===== src/rtl/booth_pkg.sv =====
// Shared types and constants for the sequential radix-2 Booth multiplier.
package booth_pkg;
   localparam int WIDTH = 8;
   localparam int CNT_W = 3;
   localparam logic [CNT_W-1:0] LAST_ITER = 3'd7;

   typedef enum logic [1:0] {IDLE, RUN, DONE} state_e;
   typedef enum logic [1:0] {OP_NOP, OP_ADD, OP_SUB} booth_op_e;
endpackage


===== src/rtl/cla_8bit.sv =====
// 8-bit carry-lookahead adder, purely combinational.
module cla_8bit (
   input  logic [7:0] a,
   input  logic [7:0] b,
   input  logic       cin,
   output logic [7:0] sum,
   output logic       cout
);
   logic [7:0] g, p;
   logic [8:0] c;

   always_comb begin
      g = a & b;
      p = a ^ b;
      c = '0;
      c[0] = cin;
      for (int i = 0; i < 8; i++) c[i+1] = g[i] | (p[i] & c[i]);
      sum  = p ^ c[7:0];
      cout = c[8];
   end
endmodule


===== src/rtl/booth_mult_seq.sv =====
// Sequential radix-2 Booth multiplier: one iteration per cycle through a
// single cla_8bit, busy/done handshake, product register held between runs.
module booth_mult_seq #(
   parameter int WIDTH = booth_pkg::WIDTH,
   parameter int CNT_W = booth_pkg::CNT_W
) (
   input  logic               clk,
   input  logic               rst,
   input  logic               start,
   input  logic [WIDTH-1:0]   multiplicand,
   input  logic [WIDTH-1:0]   multiplier,
   output logic               busy,
   output logic               done,
   output logic [2*WIDTH-1:0] product
);
   import booth_pkg::*;

   generate
      if (WIDTH != 8 || CNT_W != 3) begin : g_bad_width
         $error("booth_mult_seq supports only WIDTH=8 / CNT_W=3 (cla_8bit datapath)");
      end
   endgenerate

   state_e             state_q, state_d;
   logic [WIDTH-1:0]   a_q, a_d, q_q, q_d, m_q, m_d;
   logic               q1_q, q1_d, done_q, done_d;
   logic [CNT_W-1:0]   cnt_q, cnt_d;
   logic [2*WIDTH-1:0] product_q, product_d;

   booth_op_e          op;
   logic [WIDTH-1:0]   bop, sum, res;
   logic               cin, cout, s;

   always_comb begin
      case ({q_q[0], q1_q})
         2'b01:   op = OP_ADD;
         2'b10:   op = OP_SUB;
         default: op = OP_NOP;
      endcase
      bop = (op == OP_SUB) ? ~m_q : (op == OP_ADD) ? m_q : '0;
      cin = (op == OP_SUB);
   end

   cla_8bit u_cla (
      .a    (a_q),
      .b    (bop),
      .cin  (cin),
      .sum  (sum),
      .cout (cout)
   );

   // s is the true 9th sum bit, so M = -128 subtracts without overflow.
   always_comb begin
      res = (op == OP_NOP) ? a_q : sum;
      s   = (op == OP_NOP) ? a_q[WIDTH-1] : (a_q[WIDTH-1] ^ bop[WIDTH-1] ^ cout);
   end

   always_comb begin
      state_d   = state_q;
      a_d       = a_q;
      q_d       = q_q;
      m_d       = m_q;
      q1_d      = q1_q;
      cnt_d     = cnt_q;
      product_d = product_q;
      case (state_q)
         // DONE also accepts start so back-to-back runs land every 9 cycles.
         IDLE, DONE: begin
            if (start) begin
               a_d     = '0;
               q_d     = multiplier;
               m_d     = multiplicand;
               q1_d    = 1'b0;
               cnt_d   = '0;
               state_d = RUN;
            end else begin
               state_d = IDLE;
            end
         end
         RUN: begin
            a_d   = {s, res[WIDTH-1:1]};
            q_d   = {res[0], q_q[WIDTH-1:1]};
            q1_d  = q_q[0];
            cnt_d = cnt_q + 1'b1;
            if (cnt_q == LAST_ITER) begin
               state_d   = DONE;
               product_d = {a_d, q_d};
            end
         end
         default: state_d = IDLE;
      endcase
      done_d = (state_d == DONE);
   end

   always_ff @(posedge clk or posedge rst) begin
      if (rst) begin
         state_q   <= IDLE;
         a_q       <= '0;
         q_q       <= '0;
         m_q       <= '0;
         q1_q      <= 1'b0;
         cnt_q     <= '0;
         product_q <= '0;
         done_q    <= 1'b0;
      end else begin
         state_q   <= state_d;
         a_q       <= a_d;
         q_q       <= q_d;
         m_q       <= m_d;
         q1_q      <= q1_d;
         cnt_q     <= cnt_d;
         product_q <= product_d;
         done_q    <= done_d;
      end
   end

   assign busy    = (state_q != IDLE);
   assign done    = done_q;
   assign product = product_q;
endmodule


===== config.mk =====
export PLATFORM = sky130hd
export DESIGN_NAME = booth_mult_seq
export DESIGN_NICKNAME = d
export VERILOG_FILES = /design/src/rtl/booth_pkg.sv /design/src/rtl/cla_8bit.sv /design/src/rtl/booth_mult_seq.sv
export SDC_FILE = /design/constraint.sdc
export NUM_CORES = 1
export LEC_CHECK = 0
export CAP_MARGIN = 20
export CORE_MARGIN = 3
export CORE_UTILIZATION = 50
export DETAILED_ROUTE_END_ITERATION = 8
export GPL_ROUTABILITY_DRIVEN = 0
export PLACE_DENSITY = 0.75
export SYNTH_ARGS = -nofsm -noshare
export SYNTH_HDL_FRONTEND = slang
export SYNTH_SLANG_ARGS = --single-unit

===== constraint.sdc =====
create_clock -name clk -period 7.4 [get_ports clk]
set_input_delay 1.48 -clock clk [delete_from_list [all_inputs] [get_ports clk]]
set_output_delay 1.48 -clock clk [all_outputs]
set_load 0.05 [all_outputs]

* Word level (Yosys, flattened, before mapping)
Index checks and enable logic that the tools add are counted.
** Storage, ports and cells
- Bits in registers :: 47
- Bits of input ports :: 19
- Output and inout bits :: 18
- Word-level logic and storage cells :: 64
** Cells by class
- $add $sub $neg :: 1
- Equal/unequal tests :: 9
- Multiplexer cells :: 16
- Bitwise operators :: 22
- Reduce and logical (&&, ||, !) cells :: 8
** Operator list (number)
- 8-bit two-way mux :: 5
- 8-bit case mux with 2 select lines :: 2
- 8-bit XOR :: 2
- 1-bit bitwise AND :: 8
- 8-bit bitwise AND :: 1
- 2-bit equality test, second input constant :: 4
- 8-bit NOT :: 1
- 1-bit OR :: 8
- 2-bit case mux with 2 select lines :: 2
- 2-bit by 1-bit equality test with 1-bit output, second input constant :: 3
- 3-bit case mux with 2 select lines :: 1
- 2-bit AND reduction :: 3
- 2-bit logical NOT :: 2
- 2-bit nonzero test :: 2
- 3-bit by 1-bit adder with 3-bit output, second input constant :: 1
- 3-bit equality test, second input constant :: 1
- 1-bit two-way mux :: 3
- 3-bit two-way mux :: 1
- 2-bit two-way mux :: 1
- 2-bit inequality test, second input constant :: 1
- 1-bit case mux with 2 select lines :: 1
- 2-bit OR reduction :: 1
- 1-bit XOR :: 2

* Logic depth before layout (Yosys ltp)
Gate-level depths: netlist of the first run.
- Depth in word-level cells :: 25
- Gate-level depth with buffers :: 16
- Gate-level depth less buffers :: 15

* Cells and area by module
A second synthesis of the first run with hierarchy kept.
** Second synthesis, totals
- Cell total of the unflattened synthesis :: 225
- Area total of the unflattened synthesis :: 2255.9 um^2
** By module, submodules not included
- booth_mult_seq :: instances 1, cells an instance 207, area each 2058.2 um^2
- cla_8bit :: instances 1, cells an instance 18, area each 197.7 um^2

* Worst setup path before layout of the first run
No wires, ideal clock.
- Kind :: register to register
- Start :: register q1_q
- End :: register a_q[6]
- Arrival time :: 4.637 ns
- Required time :: 7.317 ns
- Slack :: 2.681 ns
- Stages on the path, launching flop included :: 17
- Clock period less this slack :: 4.719 ns
- Cell sequence :: dfrtp_1 > inv_1 > ha_1 > buf_2 > nor2b_1 > mux2_2 > fa_1 > fa_1 > fa_1 > fa_1 > fa_1 > fa_1 > fa_1 > inv_1 > fa_1 > mux2_2 > o21ai_0
** On the way
- Cells in the longest elaborated chain, start to end :: 23
- Elaborated cells on any way between the ends :: 27
** RTL lines
- start, declared :: RTL line booth_mult_seq.sv:26 : logic q1_q, q1_d, done_q, done_d;
- start signal, assigned :: RTL line booth_mult_seq.sv:110 : q1_q <= q1_d;
- 2-bit equality test or 2-bit by 1-bit equality test with 1-bit output (tied branches) :: RTL line booth_mult_seq.sv:35 : case ({q_q[0], q1_q})
- 2-bit case mux with 2 select lines (*) :: RTL line booth_mult_seq.sv:35
- 2-bit by 1-bit equality test with 1-bit output :: RTL line booth_mult_seq.sv:40 : bop = (op == OP_SUB) ? ~m_q : (op == OP_ADD) ? m_q : '0;
- 8-bit two-way mux (2 in series) :: RTL line booth_mult_seq.sv:40
- 8-bit XOR :: RTL line cla_8bit.sv:14 : p = a ^ b;
- 1-bit bitwise AND :: RTL line cla_8bit.sv:17 : for (int i = 0; i < 8; i++) c[i+1] = g[i] | (p[i] & c[i]);
- 1-bit OR :: RTL line cla_8bit.sv:17
- 1-bit bitwise AND :: RTL line cla_8bit.sv:17
- [... 6 more ...]
- 1-bit OR :: RTL line cla_8bit.sv:17
- 1-bit bitwise AND :: RTL line cla_8bit.sv:17
- 1-bit OR :: RTL line cla_8bit.sv:17
- 1-bit bitwise AND :: RTL line cla_8bit.sv:17
- 1-bit OR :: RTL line cla_8bit.sv:17
- 8-bit XOR :: RTL line cla_8bit.sv:18 : sum = p ^ c[7:0];
- 8-bit two-way mux (*) :: RTL line booth_mult_seq.sv:54 : res = (op == OP_NOP) ? a_q : sum;
- 8-bit case mux with 2 select lines (*) :: RTL line booth_mult_seq.sv:66 : case (state_q)
- end signal, assigned :: RTL line booth_mult_seq.sv:98 : a_q <= '0;
- end signal, assigned :: RTL line booth_mult_seq.sv:107 : a_q <= a_d;
- end, declared :: RTL line booth_mult_seq.sv:25 : logic [WIDTH-1:0] a_q, a_d, q_q, q_d, m_q, m_d;
Every way passes the cells marked *; elsewhere a longest branch is shown, timed or not.
A chain may end at the register's enable or synchronous reset.

* Worst setup path after layout of the first run
Ends and elaborated chain as after synthesis.

==> results of run 1 <==
## cell families (layout without fill, tap and decap cells)
| logic type | count (synthesis) | count (layout) | synth area share [%] |
|---|---|---|---|
| fa+ha+maj | 13 | 13 | 10.0 |
| buf+inv | 19 | 53 | 4.63 |
| flops | 47 | 47 | 51.3 |
| mux | 25 | 25 | 11.7 |
| simple gates | 68 | 68 | 13.6 |
| compound gates | 30 | 30 | 8.78 |
## state kept, by name, indices dropped and copies added (netlist names)
name / flops
a_q: 8
cnt_q: 3
done: 1
m_q: 8
product: 16
q1_q: 1
q_q: 8
state_q: 2
## worst max-delay path by stage
stage / start / to / cells past startpoint
6_report: q1_q / a_q[6] / 15
5_1_grt: q1_q / product[14] / 15
3_5_place_dp: q1_q / a_q[6] / 15
2_1_floorplan: q1_q / a_q[6] / 16
3_3_place_gp: q1_q / a_q[6] / 15
4_1_cts: q1_q / a_q[6] / 15
## power by group
part	total [W]	internal, W	switching, W
clock	0.000178	0.0000990	0.0000789
sequential	0.000471	0.000383	0.0000874
combinational	0.000797	0.000331	0.000466
total	0.00145	0.000813	0.000633
## metrics by stage
step | instances | hold WS (ps)
global placement | 280 | 460
global route | 288 | 512
finish | 288 | 481
CTS | 287 | 490
detailed placement | 280 | 471
floorplan | 202 | 453
## placed cells by master, fill, tap and decap left out, drive strengths merged
cell type and n:
nand2 49, dfrtp 47, clkdlybuf4s50 36, mux2 14, o21ai 13, mux2i 11
fa 9, nor2 9, inv 8, a31oi 7, o2bb2ai 6, clkbuf 6
ha 4, a22o 3, nand2b 2, nand3 2, nor2b 2, nand3b 2
buf 2, and2b 1, or2 1, a221o 1, bufinv 1
## layer usage
layer  GRT usage [%]  part of all wire, %  routed length (um)
met1            24.7                   48                1940
met2            25.0                   47                1910
met3            2.87                  2.9                 116
met4            6.04                  1.5                  59
met5               0                    0                   0
## final cells by class
type / instances / share of cell area [%]
sequential: 47 / 42.4
multi-input combinational: 136 / 36.5
timing repair buffer: 38 / 14.0
clock buffer: 6 / 2.62
tap: 52 / 2.35
clock inverter: 1 / 1.08
inverter: 8 / 1.08
## worst max-delay path, stage by stage, from the launching register on
cell	delay, ps
dfrtp_1	410
inv_1	60
ha_1	370
nor2b_1	170
mux2_2	320
fa_1	380
fa_1	400
fa_1	400
fa_1	390
fa_1	390
fa_1	390
fa_1	380
inv_1	110
fa_1	410
mux2_2	280
o21ai_0	140
==> metrics.md, run 1 <==
| Metric | Value |
|---|---|
| Max_slew headroom | `between 30% and 40%` |
| Setup TNS | `0 ps` |
| Htree depth | `2` |
| Clock Skew | `between 7 and 8 ps` |
| IO buf count | `36` |
| Routed Wire Length | `around 4000 um` |
| GRT Util Overall | `16.8%` |
| Fmax achieved | `0.196 GHz` |
| HPWL Detailed | `~2800 um` |
| Most frequent cell after synthesis | `nand2_1` |
| # hold bufs at CTS | `0` |
| Core footprint | `between 0.004 and 0.005 mm2` |
| Detailed Route Iter0 Violations | `79` |
| Synth Net Count | `234` |
| Syn_area_per_cell | `roughly 11 um2` |
| Synth warn | `0` |
| Largest area contributor in the netlist | `dfrtp_1` |
| Die H | `approximately 74 um` |
| Main flop type after synthesis | `dfrtp_1` |
| Critical R2R Launch | `q1_q` |
| Crit path DAT | `between 5000 and 6000 ps` |
| Root Driver | `clkbuf_8` |
| Largest net degree at the start of global routing | `48` |
| Layout Nets | `between 200 and 300` |
| Status | `complete, no violations` |
| Tcrit/Tclk final | `between 60% and 70%` |
| Crit path max fanout | `10` |
| EDFF count, synth | `0` |
| Flop-to-flop setup slack | `approximately 2300 ps` |
| Post-route ant nets | `0` |
| Synth Cell Area | `about 0.0023 mm2` |
| Final Hold Fails | `0` |
| Crit path launch type | `flip-flop` |
| Mapped Cells | `202` |
| Vias per Instance | `roughly 5.3` |
| Tot Pwr | `~0.0014 W` |
| Sequential share of the synthesized area | `51.3%` |
| Final Cell Area | `0.00277 mm2` |
| CTS tree | `yes` |
| Overall die width | `73.7 um` |
| Fraction of layout cells with a size suffix above 1 | `between 10% and 20%` |
| CTS sink count | `47` |
| Pre-antenna DRT Iters | `4` |
| Worst Hold Class | `reg2reg` |
| Initial antenna violation count | `0` |
| Worst min-delay path endpoint | `product[12]` |
| Worst Max-Slew Pin Slew | `approximately 1000 ps` |
| DR DRC count | `0` |
| R2R depth | `15` |
| Clock buffer count from CTS | `5` |
| Synth-to-Final Area Change | `20.9%` |
| Register area | `0.00118 mm2` |
| Synth Register Bits | `47` |
| Global-route wire length before repair | `~7000 um` |
| Max_cap viols | `0` |
| Tmin final | `~5100 ps` |
| Setup WS pre-CTS | `between 2000 and 2500 ps` |
| Num rows | `24` |
| Multi-input logic area | `just over 0.001 mm2` |
| Diodes inserted | `0` |
| GRT Residual Overflow | `0` |
| Crit path kind | `reg2reg` |
| Worst EP required | `7600 ps` |
| Max Slew Vio Count | `0` |
| Setup bufs post-CTS | `0` |
| Final design utilization | `63.3%` |
| Vias | `~1500` |
| Fillers | `approximately 330` |
| Largest cells by area after synthesis | `dfrtp_1 51%, nand2_1 8.0%, fa_1 7.9%` |
| Max clock buf depth | `2` |
| Vias in the first global route | `approximately 1500` |
| Post-CTS Resized | `0` |
| Initial Utilization | `52.3%` |
| Wirelength per Cell | `13.9 um` |
| Clock slew at reported path FFs | `80 ps` |
| Min-delay src | `product[12]` |
| Synth top area share | `approximately half` |
| RSZ-0062 raised after global routing | `no` |
| Final setup fails | `0` |
| Critical Path End Type | `flip-flop` |
| Netlist cell types | `26` |
| Power Density | `521 mW/mm2` |
| Die ar. | `between 0.005 and 0.006 mm2` |
| IO Pins | `37` |
| Synth top cells by count | `49 x nand2_1, 47 x dfrtp_1, 14 x mux2_2` |
| Leakage power | `roughly 1.3 nW` |
| Placed inst area | `around 0.0027 mm2` |
| Max VDD drop | `0.000183 V` |
| Fraction of registers with async set/reset | `100%` |
| Worst skew pair latency | `around 290 ps` |
| Setup ws final | `about 2300 ps` |
| Hold Path Stages | `2` |
| Critical R2R Capture | `a_q[6]` |
(Power assumes the default switching activity.)
==> inputs of run 2 (changes only) <==
clock period = 5.32 ns   (was 7.4 ns; I/O delays follow)
==> metrics.md, run 2 (synthesis results as in run 1) <==
| Metric | Value |
|---|---|
| CTS sink count | `47 (unchanged)` |
| CP max stage cell | `fa_1` |
| Die ar. | `0.00544 mm2 (unchanged)` |
| Layout Nets | `268 (unchanged)` |
| Psw | `0.000897 W (+42%)` |
| Core footprint | `0.00438 mm2 (unchanged)` |
| Crit path DAT | `5180 ps (-120 ps)` |
| Status | `complete, no violations` |
| Met1 WL | `2010 um (+3.9%)` |
| Final Cell Area | `0.00278 mm2 (about the same)` |
| Clock buffer count from CTS | `5 (unchanged)` |
| Htree depth | `2 (unchanged)` |
| Power Internal | `0.00114 W (+40%)` |
| Final design utilization | `63.3% (about the same)` |
| Initial antenna violation count | `0 (unchanged)` |
| Final setup fails | `0 (unchanged)` |
| Max_cap viols | `0 (unchanged)` |
| Clock slew at reported path FFs | `80 ps (about the same)` |
| Largest net degree at the start of global routing | `48 (unchanged)` |
| RSZ-0062 raised after global routing | `no` |
| Root Driver | `clkbuf_8` |
| Crit-path cells | `inv_1 -> ha_2 -> nor2b_1 -> mux2_2 -> fa_1 -> fa_1 -> fa_1 -> fa_1 -> fa_1 -> fa_1 -> fa_1 -> inv_1 -> fa_1 -> mux2_2 -> o21ai_0` |
| Power Density | `733 mW/mm2 (+41%)` |
| Setup WS pre-CTS | `313 ps (-2090 ps)` |
| Delay-heaviest family, CP | `adder cells` |
| Fmax achieved | `0.201 GHz (+2.5%)` |
| Pre-antenna DRT Iters | `4 (unchanged)` |
| Critical Path End Type | `flip-flop` |
| HPWL Detailed | `2840 um (+1.5%)` |
| Crit path kind | `reg2reg` |
| Vias | `1515 (-0.26%)` |
| Crit path buffers/inverters | `2 (unchanged)` |
| Tmin final | `4970 ps (-124 ps)` |
| GRT Util Overall | `16.9% (+0.14 points)` |
| Crit path max fanout | `10 (unchanged)` |
| Global-route wire length before repair | `7070 um (+1.4%)` |
| Routed Wire Length | `4170 um (+3.9%)` |
| CP dominant cell by count | `fa_1` |
| Worst EP required | `5530 ps (-2070 ps)` |
| Vias per Instance | `5.26 (-0.26%)` |
| Top routing layer in use | `met4` |
| GRT Residual Overflow | `0 (unchanged)` |
| Final Hold Fails | `0 (unchanged)` |
| Max reg flops | `16 (unchanged)` |
| Worst Hold Class | `reg2reg` |
| Max_slew headroom | `35.7% (+0.54 points)` |
| IO buf count | `36 (unchanged)` |
| Met3 WL | `140 um (+21%)` |
| Routed wl met2 | `1960 um (+2.9%)` |
| Sw Ratio | `44.1% (+0.36 points)` |
| # hold bufs at CTS | `0 (unchanged)` |
| Max VDD drop | `0.000270 V (+48%)` |
| CTS tree | `yes` |
| Max incr delay on CP | `420 ps (about the same)` |
| Most common cell after layout, fill and taps aside | `nand2_1` |
| Post-route ant nets | `0 (unchanged)` |
| IO Pins | `37 (unchanged)` |
| Overall die width | `73.7 um (unchanged)` |
| Die H | `73.7 um (unchanged)` |
| Detailed Route Iter0 Violations | `61 (-23%)` |
| Wirelength per Cell | `14.5 um (+3.9%)` |
| Seq pwr share | `32.2% (-0.4 points)` |
| Max Slew Vio Count | `0 (unchanged)` |
| Synth-to-Final Area Change | `21.0% (about the same)` |
| Leakage power | `1.28 nW (-0.11%)` |
| Diodes inserted | `0 (unchanged)` |
| Initial Utilization | `52.3% (unchanged)` |
| DR DRC count | `0 (unchanged)` |
| Crit path launch type | `flip-flop` |
| Setup ws final | `350 ps (-1960 ps)` |
| Clock Skew | `6.35 ps (-1.10 ps)` |
| Setup TNS | `0 ps (unchanged)` |
| Tcrit/Tclk final | `93.4% (+25 points)` |
| Fraction of layout cells with a size suffix above 1 | `13.1% (+0.42 points)` |
| Clock power frac | `12.4% (about the same)` |
| Num rows | `24 (unchanged)` |
| Worst Max-Slew Pin Slew | `965 ps (-8.06 ps)` |
| Worst skew pair latency | `300 ps (about the same)` |
| Most frequent cells in the layout | `49 x nand2_1, 47 x dfrtp_1, 36 x clkdlybuf4s50_1, 14 x mux2_2, 12 x o21ai_0` |
| Combinational group share of total power | `55.4% (+0.3 points)` |
| Placed inst area | `0.00265 mm2 (unchanged)` |
| Max clock buf depth | `2 (unchanged)` |
| Vias in the first global route | `1500 (+1.8%)` |
## run 2: cell counts in the layout (fill, tap and decap cells not counted)
Identical to the previous run, type by type.
## run 2: metrics by stage
step / power [W] / instances / hold slack [ps]
CTS: 0.00205 / 287 / 489
finish: 0.00203 / 288 / 482
detailed placement: 0.00178 / 280 / 469
global placement: 0.00175 / 280 / 460
global route: 0.00219 / 288 / 521
floorplan: 0.00150 / 202 / 453
## run 2: power by group through the flow
stage	registers, W	logic, W	clock network (W)
after floorplan	0.000847	0.000656	0
after global placement	0.000657	0.00109	0
after detailed placement	0.000663	0.00112	0
after CTS	0.000657	0.00113	0.000257
after global routing	0.000681	0.00124	0.000267
final	0.000656	0.00113	0.000252
## run 2: what timing repair did
item                                    CTS  global route
hold endpoints to repair                  0             0
buffers inserted                          0             0
endpoints found under the setup margin    0             2
resized for setup                         0             1
## run 2: path summary, 6_finish.rpt
kind | start | endpoint | slack, ps | depth (start not counted)
worst max-delay path | q1_q | a_q[6] | 350 | 15
worst min-delay path | product[12] | product[12] | 480 | 2
worst max register to register | q1_q | a_q[6] | 350 | 15
worst min register to register | product[12] | product[12] | 480 | 2
max in group asynchronous | rst | m_q[7] | 3880 | 3
min in group asynchronous | rst | done | 990 | 2
## run 2: worst register-to-register path, stage by stage (launching register included)
cell     delay (ps)
dfrtp_1         410
inv_1            70
ha_2            290
nor2b_1         130
mux2_2          300
fa_1            390
fa_1            400
fa_1            400
fa_1            390
fa_1            390
fa_1            390
fa_1            370
inv_1           110
fa_1            420
mux2_2          270
o21ai_0         140
## run 2: per-layer routing
layer	track usage, %	vias up
li1	-	740
met1	23.8	739
met2	26.4	31
met3	3.69	5
met4	4.83	0
met5	0	-
## run 2: final cells by class
cell class	count	area, um2
clock buffers	6	72.6
clock inverters	1	30.0
well taps	52	65.1
fillers	358	1610
inverters	8	30.0
repair buffers	38	388
flip-flops and latches	47	1180
multi-input cells	136	1010
